[src/rtl/fm_mod_pkg.sv]
`default_nettype none
// ============================================================================
// Module  : fm_mod_pkg
// Brief   : Shared constants, FSM state type and CORDIC arctangent table
//           for the FM modulator.
// Revision: 1.0 - initial release
// ============================================================================
package fm_mod_pkg;

  localparam int PI              = 3217;
  localparam int HALF_PI         = 1608;
  localparam int TWO_PI          = 6434;
  localparam int CORDIC_GAIN_Q10 = 622;
  localparam int DELTA_MAX       = PI - 1;

  typedef enum logic [1:0] {
    ST_READ   = 2'd0,
    ST_ROTATE = 2'd1,
    ST_WRITE  = 2'd2
  } state_t;

  // atan(2^-k) in Q10 radians
  function automatic int atan_q10(input logic [3:0] k);
    int v;
    case (k)
      4'd0:    v = 804;
      4'd1:    v = 475;
      4'd2:    v = 251;
      4'd3:    v = 127;
      4'd4:    v = 64;
      4'd5:    v = 32;
      4'd6:    v = 16;
      4'd7:    v = 8;
      4'd8:    v = 4;
      4'd9:    v = 2;
      default: v = 0;
    endcase
    return v;
  endfunction

endpackage
`default_nettype wire

[src/rtl/fm_mod_if.sv]
`default_nettype none
// ============================================================================
// Module  : fm_mod_if
// Brief   : Audio-in and I/Q-out FIFO handshake bundle of the FM modulator.
// Revision: 1.0 - initial release
// ============================================================================
interface fm_mod_if #(
  parameter int DATA_WIDTH = 32
);

  logic signed [DATA_WIDTH-1:0] audio;
  logic                         empty_audio;
  logic                         rd_en_audio;
  logic signed [DATA_WIDTH-1:0] rl_out;
  logic signed [DATA_WIDTH-1:0] img_out;
  logic                         full_rl;
  logic                         full_img;
  logic                         wr_en_rl;
  logic                         wr_en_img;

  modport master (
    input  audio, empty_audio, full_rl, full_img,
    output rd_en_audio, rl_out, img_out, wr_en_rl, wr_en_img
  );

  modport slave (
    output audio, empty_audio, full_rl, full_img,
    input  rd_en_audio, rl_out, img_out, wr_en_rl, wr_en_img
  );

endinterface
`default_nettype wire

[src/rtl/fm_mod_cordic_rot.sv]
`default_nettype none
// ============================================================================
// Module  : cordic_rot
// Brief   : Iterative rotation-mode CORDIC, one micro-rotation per cycle.
// Revision: 1.0 - initial release
// ============================================================================
module cordic_rot
  import fm_mod_pkg::*;
#(
  parameter int DATA_WIDTH = 32,
  parameter int ITER       = 10
) (
  input  logic                         clk,
  input  logic                         rst,
  input  logic                         start,
  input  logic signed [DATA_WIDTH-1:0] angle,
  input  logic signed [DATA_WIDTH-1:0] x0,
  input  logic signed [DATA_WIDTH-1:0] y0,
  output logic signed [DATA_WIDTH-1:0] cos_out,
  output logic signed [DATA_WIDTH-1:0] sin_out,
  output logic                         done
);

  localparam logic [3:0] c_k_last = 4'(ITER - 1);

  logic signed [DATA_WIDTH-1:0] r_x, r_y, r_z;
  logic signed [DATA_WIDTH-1:0] w_x_sh, w_y_sh, w_atan;
  logic [3:0]                   r_k;
  logic                         r_busy;
  logic                         r_done;

  always_comb begin
    w_x_sh = r_x >>> r_k;
    w_y_sh = r_y >>> r_k;
    w_atan = DATA_WIDTH'(atan_q10(r_k));
  end

  // A start seen while busy falls into the busy branch and is dropped
  always_ff @(posedge clk or posedge rst) begin
    if (rst) begin
      r_x    <= '0;
      r_y    <= '0;
      r_z    <= '0;
      r_k    <= '0;
      r_busy <= 1'b0;
      r_done <= 1'b0;
    end else begin
      r_done <= 1'b0;
      if (r_busy) begin
        if (!r_z[DATA_WIDTH-1]) begin
          r_x <= r_x - w_y_sh;
          r_y <= r_y + w_x_sh;
          r_z <= r_z - w_atan;
        end else begin
          r_x <= r_x + w_y_sh;
          r_y <= r_y - w_x_sh;
          r_z <= r_z + w_atan;
        end
        if (r_k == c_k_last) begin
          r_busy <= 1'b0;
          r_done <= 1'b1;
        end else begin
          r_k <= r_k + 4'd1;
        end
      end else if (start) begin
        r_x    <= x0;
        r_y    <= y0;
        r_z    <= angle;
        r_k    <= '0;
        r_busy <= 1'b1;
      end
    end
  end

  assign cos_out = r_x;
  assign sin_out = r_y;
  assign done    = r_done;

endmodule
`default_nettype wire

[src/rtl/fm_mod.sv]
`default_nettype none
// ============================================================================
// Module  : fm_mod
// Brief   : FM modulator - integrates audio into phase, emits I/Q via CORDIC.
// Revision: 1.0 - initial release
// ============================================================================
module fm_mod
  import fm_mod_pkg::*;
#(
  parameter int DATA_WIDTH = 32,
  parameter int KF         = 1024,
  parameter int AMP        = 1024,
  parameter int ITER       = 10
) (
  input  logic clk,
  input  logic rst,
  fm_mod_if.master bus
);

  localparam int W2 = 2 * DATA_WIDTH;
  localparam logic signed [W2-1:0]         c_kf        = W2'(KF);
  localparam logic signed [W2-1:0]         c_dmax      = W2'(DELTA_MAX);
  localparam logic signed [W2-1:0]         c_dmin      = -c_dmax;
  localparam logic signed [DATA_WIDTH-1:0] c_pi        = DATA_WIDTH'(PI);
  localparam logic signed [DATA_WIDTH-1:0] c_neg_pi    = -c_pi;
  localparam logic signed [DATA_WIDTH-1:0] c_two_pi    = DATA_WIDTH'(TWO_PI);
  localparam logic signed [DATA_WIDTH-1:0] c_half_pi   = DATA_WIDTH'(HALF_PI);
  localparam logic signed [DATA_WIDTH-1:0] c_neg_half  = -c_half_pi;
  localparam logic signed [DATA_WIDTH-1:0] c_x0        = DATA_WIDTH'((AMP * CORDIC_GAIN_Q10) >>> 10);

  state_t                       r_state, w_state_nxt;
  logic signed [DATA_WIDTH-1:0] r_phase;
  logic signed [DATA_WIDTH-1:0] r_rl, r_img;
  logic                         r_start;

  logic signed [W2-1:0]         w_prod, w_delta_wide;
  logic signed [DATA_WIDTH-1:0] w_delta, w_sum, w_phase_nxt;
  logic signed [DATA_WIDTH-1:0] w_angle;
  logic                         w_neg;
  logic signed [DATA_WIDTH-1:0] w_cos, w_sin;
  logic                         w_done;
  logic                         w_rd_en, w_wr_en;

  // Phase update: saturated step, then wrap into [-PI, PI)
  always_comb begin
    w_prod       = c_kf * W2'(bus.audio);
    w_delta_wide = w_prod >>> 10;
    if (w_delta_wide > c_dmax) begin
      w_delta = DATA_WIDTH'(c_dmax);
    end else if (w_delta_wide < c_dmin) begin
      w_delta = DATA_WIDTH'(c_dmin);
    end else begin
      w_delta = w_delta_wide[DATA_WIDTH-1:0];
    end
    w_sum = r_phase + w_delta;
    if (w_sum >= c_pi) begin
      w_phase_nxt = w_sum - c_two_pi;
    end else if (w_sum < c_neg_pi) begin
      w_phase_nxt = w_sum + c_two_pi;
    end else begin
      w_phase_nxt = w_sum;
    end
  end

  // Fold into the CORDIC convergence range; a half-turn fold flips the result sign
  always_comb begin
    w_angle = r_phase;
    w_neg   = 1'b0;
    if (r_phase > c_half_pi) begin
      w_angle = r_phase - c_pi;
      w_neg   = 1'b1;
    end else if (r_phase < c_neg_half) begin
      w_angle = r_phase + c_pi;
      w_neg   = 1'b1;
    end
  end

  always_comb begin
    w_state_nxt = r_state;
    w_rd_en     = 1'b0;
    w_wr_en     = 1'b0;
    case (r_state)
      ST_READ: begin
        if (!bus.empty_audio && !rst) begin
          w_rd_en     = 1'b1;
          w_state_nxt = ST_ROTATE;
        end
      end
      ST_ROTATE: begin
        if (w_done) begin
          w_state_nxt = ST_WRITE;
        end
      end
      ST_WRITE: begin
        if (!bus.full_rl && !bus.full_img && !rst) begin
          w_wr_en     = 1'b1;
          w_state_nxt = ST_READ;
        end
      end
      default: w_state_nxt = ST_READ;
    endcase
  end

  always_ff @(posedge clk or posedge rst) begin
    if (rst) begin
      r_state <= ST_READ;
      r_phase <= '0;
      r_start <= 1'b0;
      r_rl    <= '0;
      r_img   <= '0;
    end else begin
      r_state <= w_state_nxt;
      r_start <= w_rd_en;
      if (w_rd_en) begin
        r_phase <= w_phase_nxt;
      end
      if (r_state == ST_ROTATE && w_done) begin
        r_rl  <= w_neg ? -w_cos : w_cos;
        r_img <= w_neg ? -w_sin : w_sin;
      end
    end
  end

  cordic_rot #(
    .DATA_WIDTH (DATA_WIDTH),
    .ITER       (ITER)
  ) u_cordic (
    .clk     (clk),
    .rst     (rst),
    .start   (r_start),
    .angle   (w_angle),
    .x0      (c_x0),
    .y0      ('0),
    .cos_out (w_cos),
    .sin_out (w_sin),
    .done    (w_done)
  );

  assign bus.rd_en_audio = w_rd_en;
  assign bus.wr_en_rl    = w_wr_en;
  assign bus.wr_en_img   = w_wr_en;
  assign bus.rl_out      = r_rl;
  assign bus.img_out     = r_img;

endmodule
`default_nettype wire
[src/flat_wrapper.sv]
// flat-port wrapper written by rule: the top's interface ports become plain ports
module fm_mod_flat import fm_mod_pkg::*;
#(
  parameter int DATA_WIDTH = 32,
  parameter int KF         = 1024,
  parameter int AMP        = 1024,
  parameter int ITER       = 10
)
  (clk, rst, bus_audio, bus_empty_audio, bus_full_rl, bus_full_img, bus_rd_en_audio, bus_rl_out, bus_img_out, bus_wr_en_rl, bus_wr_en_img);
  fm_mod_if #(.DATA_WIDTH(DATA_WIDTH)) bus_i ();
  input  logic clk;
  input  logic rst;
  input wire logic [$bits(bus_i.audio)-1:0] bus_audio;
  input wire logic [$bits(bus_i.empty_audio)-1:0] bus_empty_audio;
  input wire logic [$bits(bus_i.full_rl)-1:0] bus_full_rl;
  input wire logic [$bits(bus_i.full_img)-1:0] bus_full_img;
  output wire logic [$bits(bus_i.rd_en_audio)-1:0] bus_rd_en_audio;
  output wire logic [$bits(bus_i.rl_out)-1:0] bus_rl_out;
  output wire logic [$bits(bus_i.img_out)-1:0] bus_img_out;
  output wire logic [$bits(bus_i.wr_en_rl)-1:0] bus_wr_en_rl;
  output wire logic [$bits(bus_i.wr_en_img)-1:0] bus_wr_en_img;
  assign bus_i.audio = bus_audio;
  assign bus_i.empty_audio = bus_empty_audio;
  assign bus_i.full_rl = bus_full_rl;
  assign bus_i.full_img = bus_full_img;
  assign bus_rd_en_audio = bus_i.rd_en_audio;
  assign bus_rl_out = bus_i.rl_out;
  assign bus_img_out = bus_i.img_out;
  assign bus_wr_en_rl = bus_i.wr_en_rl;
  assign bus_wr_en_img = bus_i.wr_en_img;
  fm_mod #(.DATA_WIDTH(DATA_WIDTH), .KF(KF), .AMP(AMP), .ITER(ITER)) u_core (.clk(clk), .rst(rst), .bus(bus_i));
endmodule
[config.mk]
export PLATFORM = sky130hd
export DESIGN_NAME = fm_mod_flat
export DESIGN_NICKNAME = d
export VERILOG_FILES = /design/src/rtl/fm_mod_pkg.sv /design/src/rtl/fm_mod_if.sv /design/src/rtl/fm_mod_cordic_rot.sv /design/src/rtl/fm_mod.sv /design/src/flat_wrapper.sv
export SDC_FILE = /design/constraint.sdc
export NUM_CORES = 1
export LEC_CHECK = 0
export CAP_MARGIN = 20
export CORE_MARGIN = 1
export CORE_UTILIZATION = 47
export CTS_CLUSTER_DIAMETER = 40
export DETAILED_ROUTE_END_ITERATION = 7
export PLACE_DENSITY_LB_ADDON = 0.12
export SETUP_SLACK_MARGIN = 0.4
export SLEW_MARGIN = 5
export SYNTH_ARGS = -nofsm -noshare
export SYNTH_HDL_FRONTEND = slang
export SYNTH_SLANG_ARGS = --single-unit
[constraint.sdc]
create_clock -name clk -period 13.2 [get_ports clk]
set_input_delay 2.64 -clock clk [delete_from_list [all_inputs] [get_ports clk]]
set_output_delay 2.64 -clock clk [all_outputs]
set_load 0.02 [all_outputs]
==> impl_metrics.sql <==
INSERT INTO impl_metrics (metric_group, metric, value, unit) VALUES
('place', 'dpl_hpwl', '53470', 'um'),
('global_routing', 'groute.usage.overall', '28.02', '%'),
('timing', 'grt_setup_unrepaired', 'false', ''),
('job', 'maxCapViolations', '0', ''),
('timing', 'finalMaxSlewViolations', '0', ''),
('setup_path', 'signal_arrival_time_at_the_worst_endpoint', '9290', 'ps'),
('timing', 'relative_slew_slack', '33.46', '%'),
('timing', 'finClkSkew', '25.73', 'ps'),
('setup_path', 'critPathKind', 'in -> reg', ''),
('setup_path', 'endpoint_required_time_on_the_critical_path', '13660', 'ps'),
('cells_and_area', 'multi_input_comb_area', '0.01684', 'mm^2'),
('floorplan', 'row_count', '80', ''),
('synthesis', 'syn-instance-count', '2781', ''),
('floorplan', 'die_y', '222.5', 'um'),
('global_routing', 'gr-total-overflow', '0', ''),
('timing', 'tightestPinTransition', '997.1', 'ps'),
('clock_tree', 'cts_max_path_buffers', '3', ''),
('clock_tree', 'post_cts_hold_buffer_count', '0', ''),
('timing', 'fin_crit', '8823', 'ps'),
('clock_tree', 'ctsRootBufferMaster', 'sky130_fd_sc_hd__clkbuf_16', ''),
('cells_and_area', 'layout-area-overhead-vs-synth', '13.07', '%'),
('detailed_routing', 'drcViolationCount', '0', ''),
('clock_tree', 'cts-buffers-inserted', '49', ''),
('clock_tree', 'cts_repair_resize_count', '0', ''),
('global_routing', 'antenna_found_initial', '0', ''),
('floorplan', 'initial_core_util', '47.76', '%'),
('timing', 'setup-violations-final', '0', ''),
('timing', 'timing.final.crit_share', '66.84', '%'),
('setup_path', 'start_kind', 'input pin', ''),
('min_path', 'min_path_type', 'reg -> reg', ''),
('detailed_routing', 'ant_nets', '0', ''),
('synthesis', 'share_of_synthesized_area_occupied_by_flip_flops_and_latches', '22.01', '%'),
('floorplan', 'chipWidth', '222.5', 'um'),
('clock_tree', 'clock_tree.htree_level_count', '2', ''),
('detailed_routing', 'postRouteWirelength', '70230', 'um'),
('clock_tree', 'postCtsSetupBuffers', '0', ''),
('detailed_routing', 'routed_wire_length_per_instance', '20.43', 'um'),
('synthesis', 'synthesis.area_per_instance', '8.216', 'um^2'),
('global_routing', 'wire_length_of_the_first_global_routing_pass', '111500', 'um'),
('timing', 'fin_hold_ws', '471.7', 'ps'),
('synthesis', 'ys_async_sr_fraction', '100.0', '%'),
('detailed_routing', 'first_iter_violations', '1533', ''),
('clock_tree', 'cts_tree', 'built', ''),
('place', 'globalplace.congestion', '0.9324', ''),
('floorplan', 'num_io_pins', '104', ''),
('cells_and_area', 'fillerInstances', '4509', ''),
('detailed_routing', 'vias', '21274', ''),
('timing', 'fmax', '0.1133', 'GHz'),
('cells_and_area', 'finalCoreUtilization', '54.00', '%'),
('synthesis', 'synth_edf_count', '0', ''),
('cells_and_area', 'antenna-diode-count', '0', ''),
('global_routing', 'maximum_number_of_pins_on_one_net_before_global_route_repair', '120', ''),
('synthesis', 'most_instantiated_flip_flop_cell_in_the_synthesis_netlist', 'sky130_fd_sc_hd__dfrtp_1', ''),
('cells_and_area', 'register_area', '0.005040', 'mm^2'),
('run_status', 'outcome', 'finished, final reports clean', ''),
('clock_tree', 'clk_pin_slew', '50', 'ps'),
('detailed_routing', 'first_pass_iters', '5', ''),
('clock_tree', 'clock_insertion_delay_worst_skew', '580', 'ps'),
('clock_tree', 'cts.sink_count', '201', ''),
('detailed_routing', 'drt-vias-per-instance', '6.190', ''),
('setup_path', 'end_kind', 'register', ''),
('floorplan', 'dieArea', '0.04950', 'mm^2'),
('cells_and_area', 'layout-drive-gt1-share', '9.922', '%'),
('timing', 'fin_tns_setup', '0', 'ps'),
('floorplan', 'fp.coreArea', '0.04785', 'mm^2'),
('synthesis', 'synth_area', '0.02285', 'mm^2'),
('place', 'buffer_ports.inserted', '103', ''),
('synthesis', 'postSynthNetCount', '2963', ''),
('synthesis', 'synth.ff_latch_count', '201', ''),
('synthesis', 'synth_cell_type_count', '107', ''),
('setup_path', 'critical_path_peak_fanout', '27', ''),
('cells_and_area', 'num-nets-final', '2966', ''),
('global_routing', 'first_global_vias', '20680', ''),
('synthesis', 'yosysWarnings', '0', ''),
('timing', 'finalHoldViolations', '0', '');
==> cell usage after synthesis (all sizes together), types with 7 or more instances <==
library cell	n	area (um^2)
nor3	61	315.3
a211oi	25	187.7
xnor2	155	1373
a21o	60	450.4
nand2b	37	231.5
mux2	35	394.1
o211ai	24	198.9
and2	30	187.7
o21a	59	442.9
o21ai	273	1389
o32ai	11	96.34
or3	28	175.2
a21oi	162	810.8
nor2	192	720.7
nand3	49	262.8
clkbuf	121	454.2
nand3b	7	52.55
o311ai	7	61.31
nor2b	30	187.7
or2	16	102.6
a41oi	13	113.9
nand2	314	1179
o22ai	23	143.9
xor2	125	1121
a31o	8	70.07
o21bai	22	168.9
or4	16	120.1
dfrtp	201	5030
nor4	25	177.7
nand4	22	152.7
buf	49	255.2
o41ai	10	87.58
a31oi	35	219.0
ha	141	1764
o31ai	37	291.5
inv	70	262.8
a311oi	7	61.31
mux4	69	1554
a211o	9	78.83
mux2i	69	694.4
and3	28	180.2
==> worst paths after layout <==
path / start / endpoint / slack, ps / cells past startpoint
hold / removal: u_core.bus.img_out[26] / u_core.bus.img_out[26] / 470 / 2
max in group asynchronous: rst / u_core.u_cordic.r_k[0] / 9120 / 3
setup reg to reg: u_core.u_cordic.r_k[0] / u_core.u_cordic.sin_out[29] / 6210 / 22
hold reg to reg: u_core.bus.img_out[26] / u_core.bus.img_out[26] / 470 / 2
min in group asynchronous: rst / u_core.u_cordic.sin_out[11] / 2730 / 2
setup / recovery: bus_audio[18] / u_core.r_phase[2] / 4380 / 21
==> layout by cell type, fill, tap and decap left out, types with 69 or more instances in the layout <==
cell / n
sky130_fd_sc_hd__nand2_1: 314
sky130_fd_sc_hd__o21ai_0: 255
sky130_fd_sc_hd__dfrtp_1: 195
sky130_fd_sc_hd__nor2_1: 190
sky130_fd_sc_hd__a21oi_1: 162
sky130_fd_sc_hd__xnor2_1: 153
sky130_fd_sc_hd__ha_1: 141
sky130_fd_sc_hd__xor2_1: 123
sky130_fd_sc_hd__clkdlybuf4s50_1: 103
sky130_fd_sc_hd__mux4_2: 69
==> flip-flops by register name, summed over array words and instances (netlist names) <==
name / cells
u_core.bus.img_out: 32
u_core.bus.rl_out: 32
u_core.r_phase: 32
u_core.r_start: 1
u_core.r_state: 2
u_core.u_cordic.cos_out: 32
u_core.u_cordic.done: 1
u_core.u_cordic.r_busy: 1
u_core.u_cordic.r_k: 4
u_core.u_cordic.r_z: 32
u_core.u_cordic.sin_out: 32
==> critical path, cell delays in order <==
cell and delay (ps):
sky130_fd_sc_hd__clkdlybuf4s50_1 520, sky130_fd_sc_hd__nand4_1 120, sky130_fd_sc_hd__nor3_1 210, sky130_fd_sc_hd__o311ai_0 160, sky130_fd_sc_hd__ha_1 810, sky130_fd_sc_hd__nor2b_1 180, sky130_fd_sc_hd__and2_1 210, sky130_fd_sc_hd__ha_1 220
sky130_fd_sc_hd__fa_1 410, sky130_fd_sc_hd__and3_1 200, sky130_fd_sc_hd__o2111a_1 270, sky130_fd_sc_hd__o311a_4 380, sky130_fd_sc_hd__o2111ai_1 330, sky130_fd_sc_hd__nand3b_1 140, sky130_fd_sc_hd__xor2_1 480, sky130_fd_sc_hd__nand4_1 210
sky130_fd_sc_hd__or4_1 670, sky130_fd_sc_hd__o21ai_2 520, sky130_fd_sc_hd__mux2_2 390, sky130_fd_sc_hd__a21oi_1 150, sky130_fd_sc_hd__nor2_1 50
==> metrics by stage <==
stage,worst slack [ps],instance area [um^2],std cells
global route,3885,25830,3437
CTS,4463,25830,3436
detailed placement,3886,24110,3347
floorplan,5078,22850,2781
finish,4377,25830,3437
global placement,3960,24110,3347
==> layout make-up <==
type                            count  share of cell area (%)
Clock buffer                       55                   5.027
Multi-Input combinational cell   2337                   65.20
Inverter                           72                   1.075
Tap cell                          615                   2.978
Sequential cell                   201                   19.51
Timing Repair Buffer              123                   4.562
Clock inverter                     34                   1.647
==> kinds of logic (layout without fill, tap and decap cells) <==
family | count (synthesis) | after routing | share of synthesized area, %
fa+ha+maj | 145 | 145 | 8.071
compound gates | 862 | 862 | 24.57
mux | 173 | 173 | 11.56
buf+inv | 243 | 284 | 4.331
xor+xnor | 280 | 280 | 10.91
simple gates | 877 | 877 | 18.54
flops | 201 | 201 | 22.01
==> layer usage <==
layer	up-vias	share of wire, %	GRT usage (%)
met5	-	0	0
met4	0	5.2	14.48
met3	183	4.6	3.068
met2	632	49	49.38
met1	10187	41	33.58
li1	10272	-	-
Power is left out: the tool's default activity adds up to more than one toggle a clock period on the data nets, which glitch-free logic cannot reach.
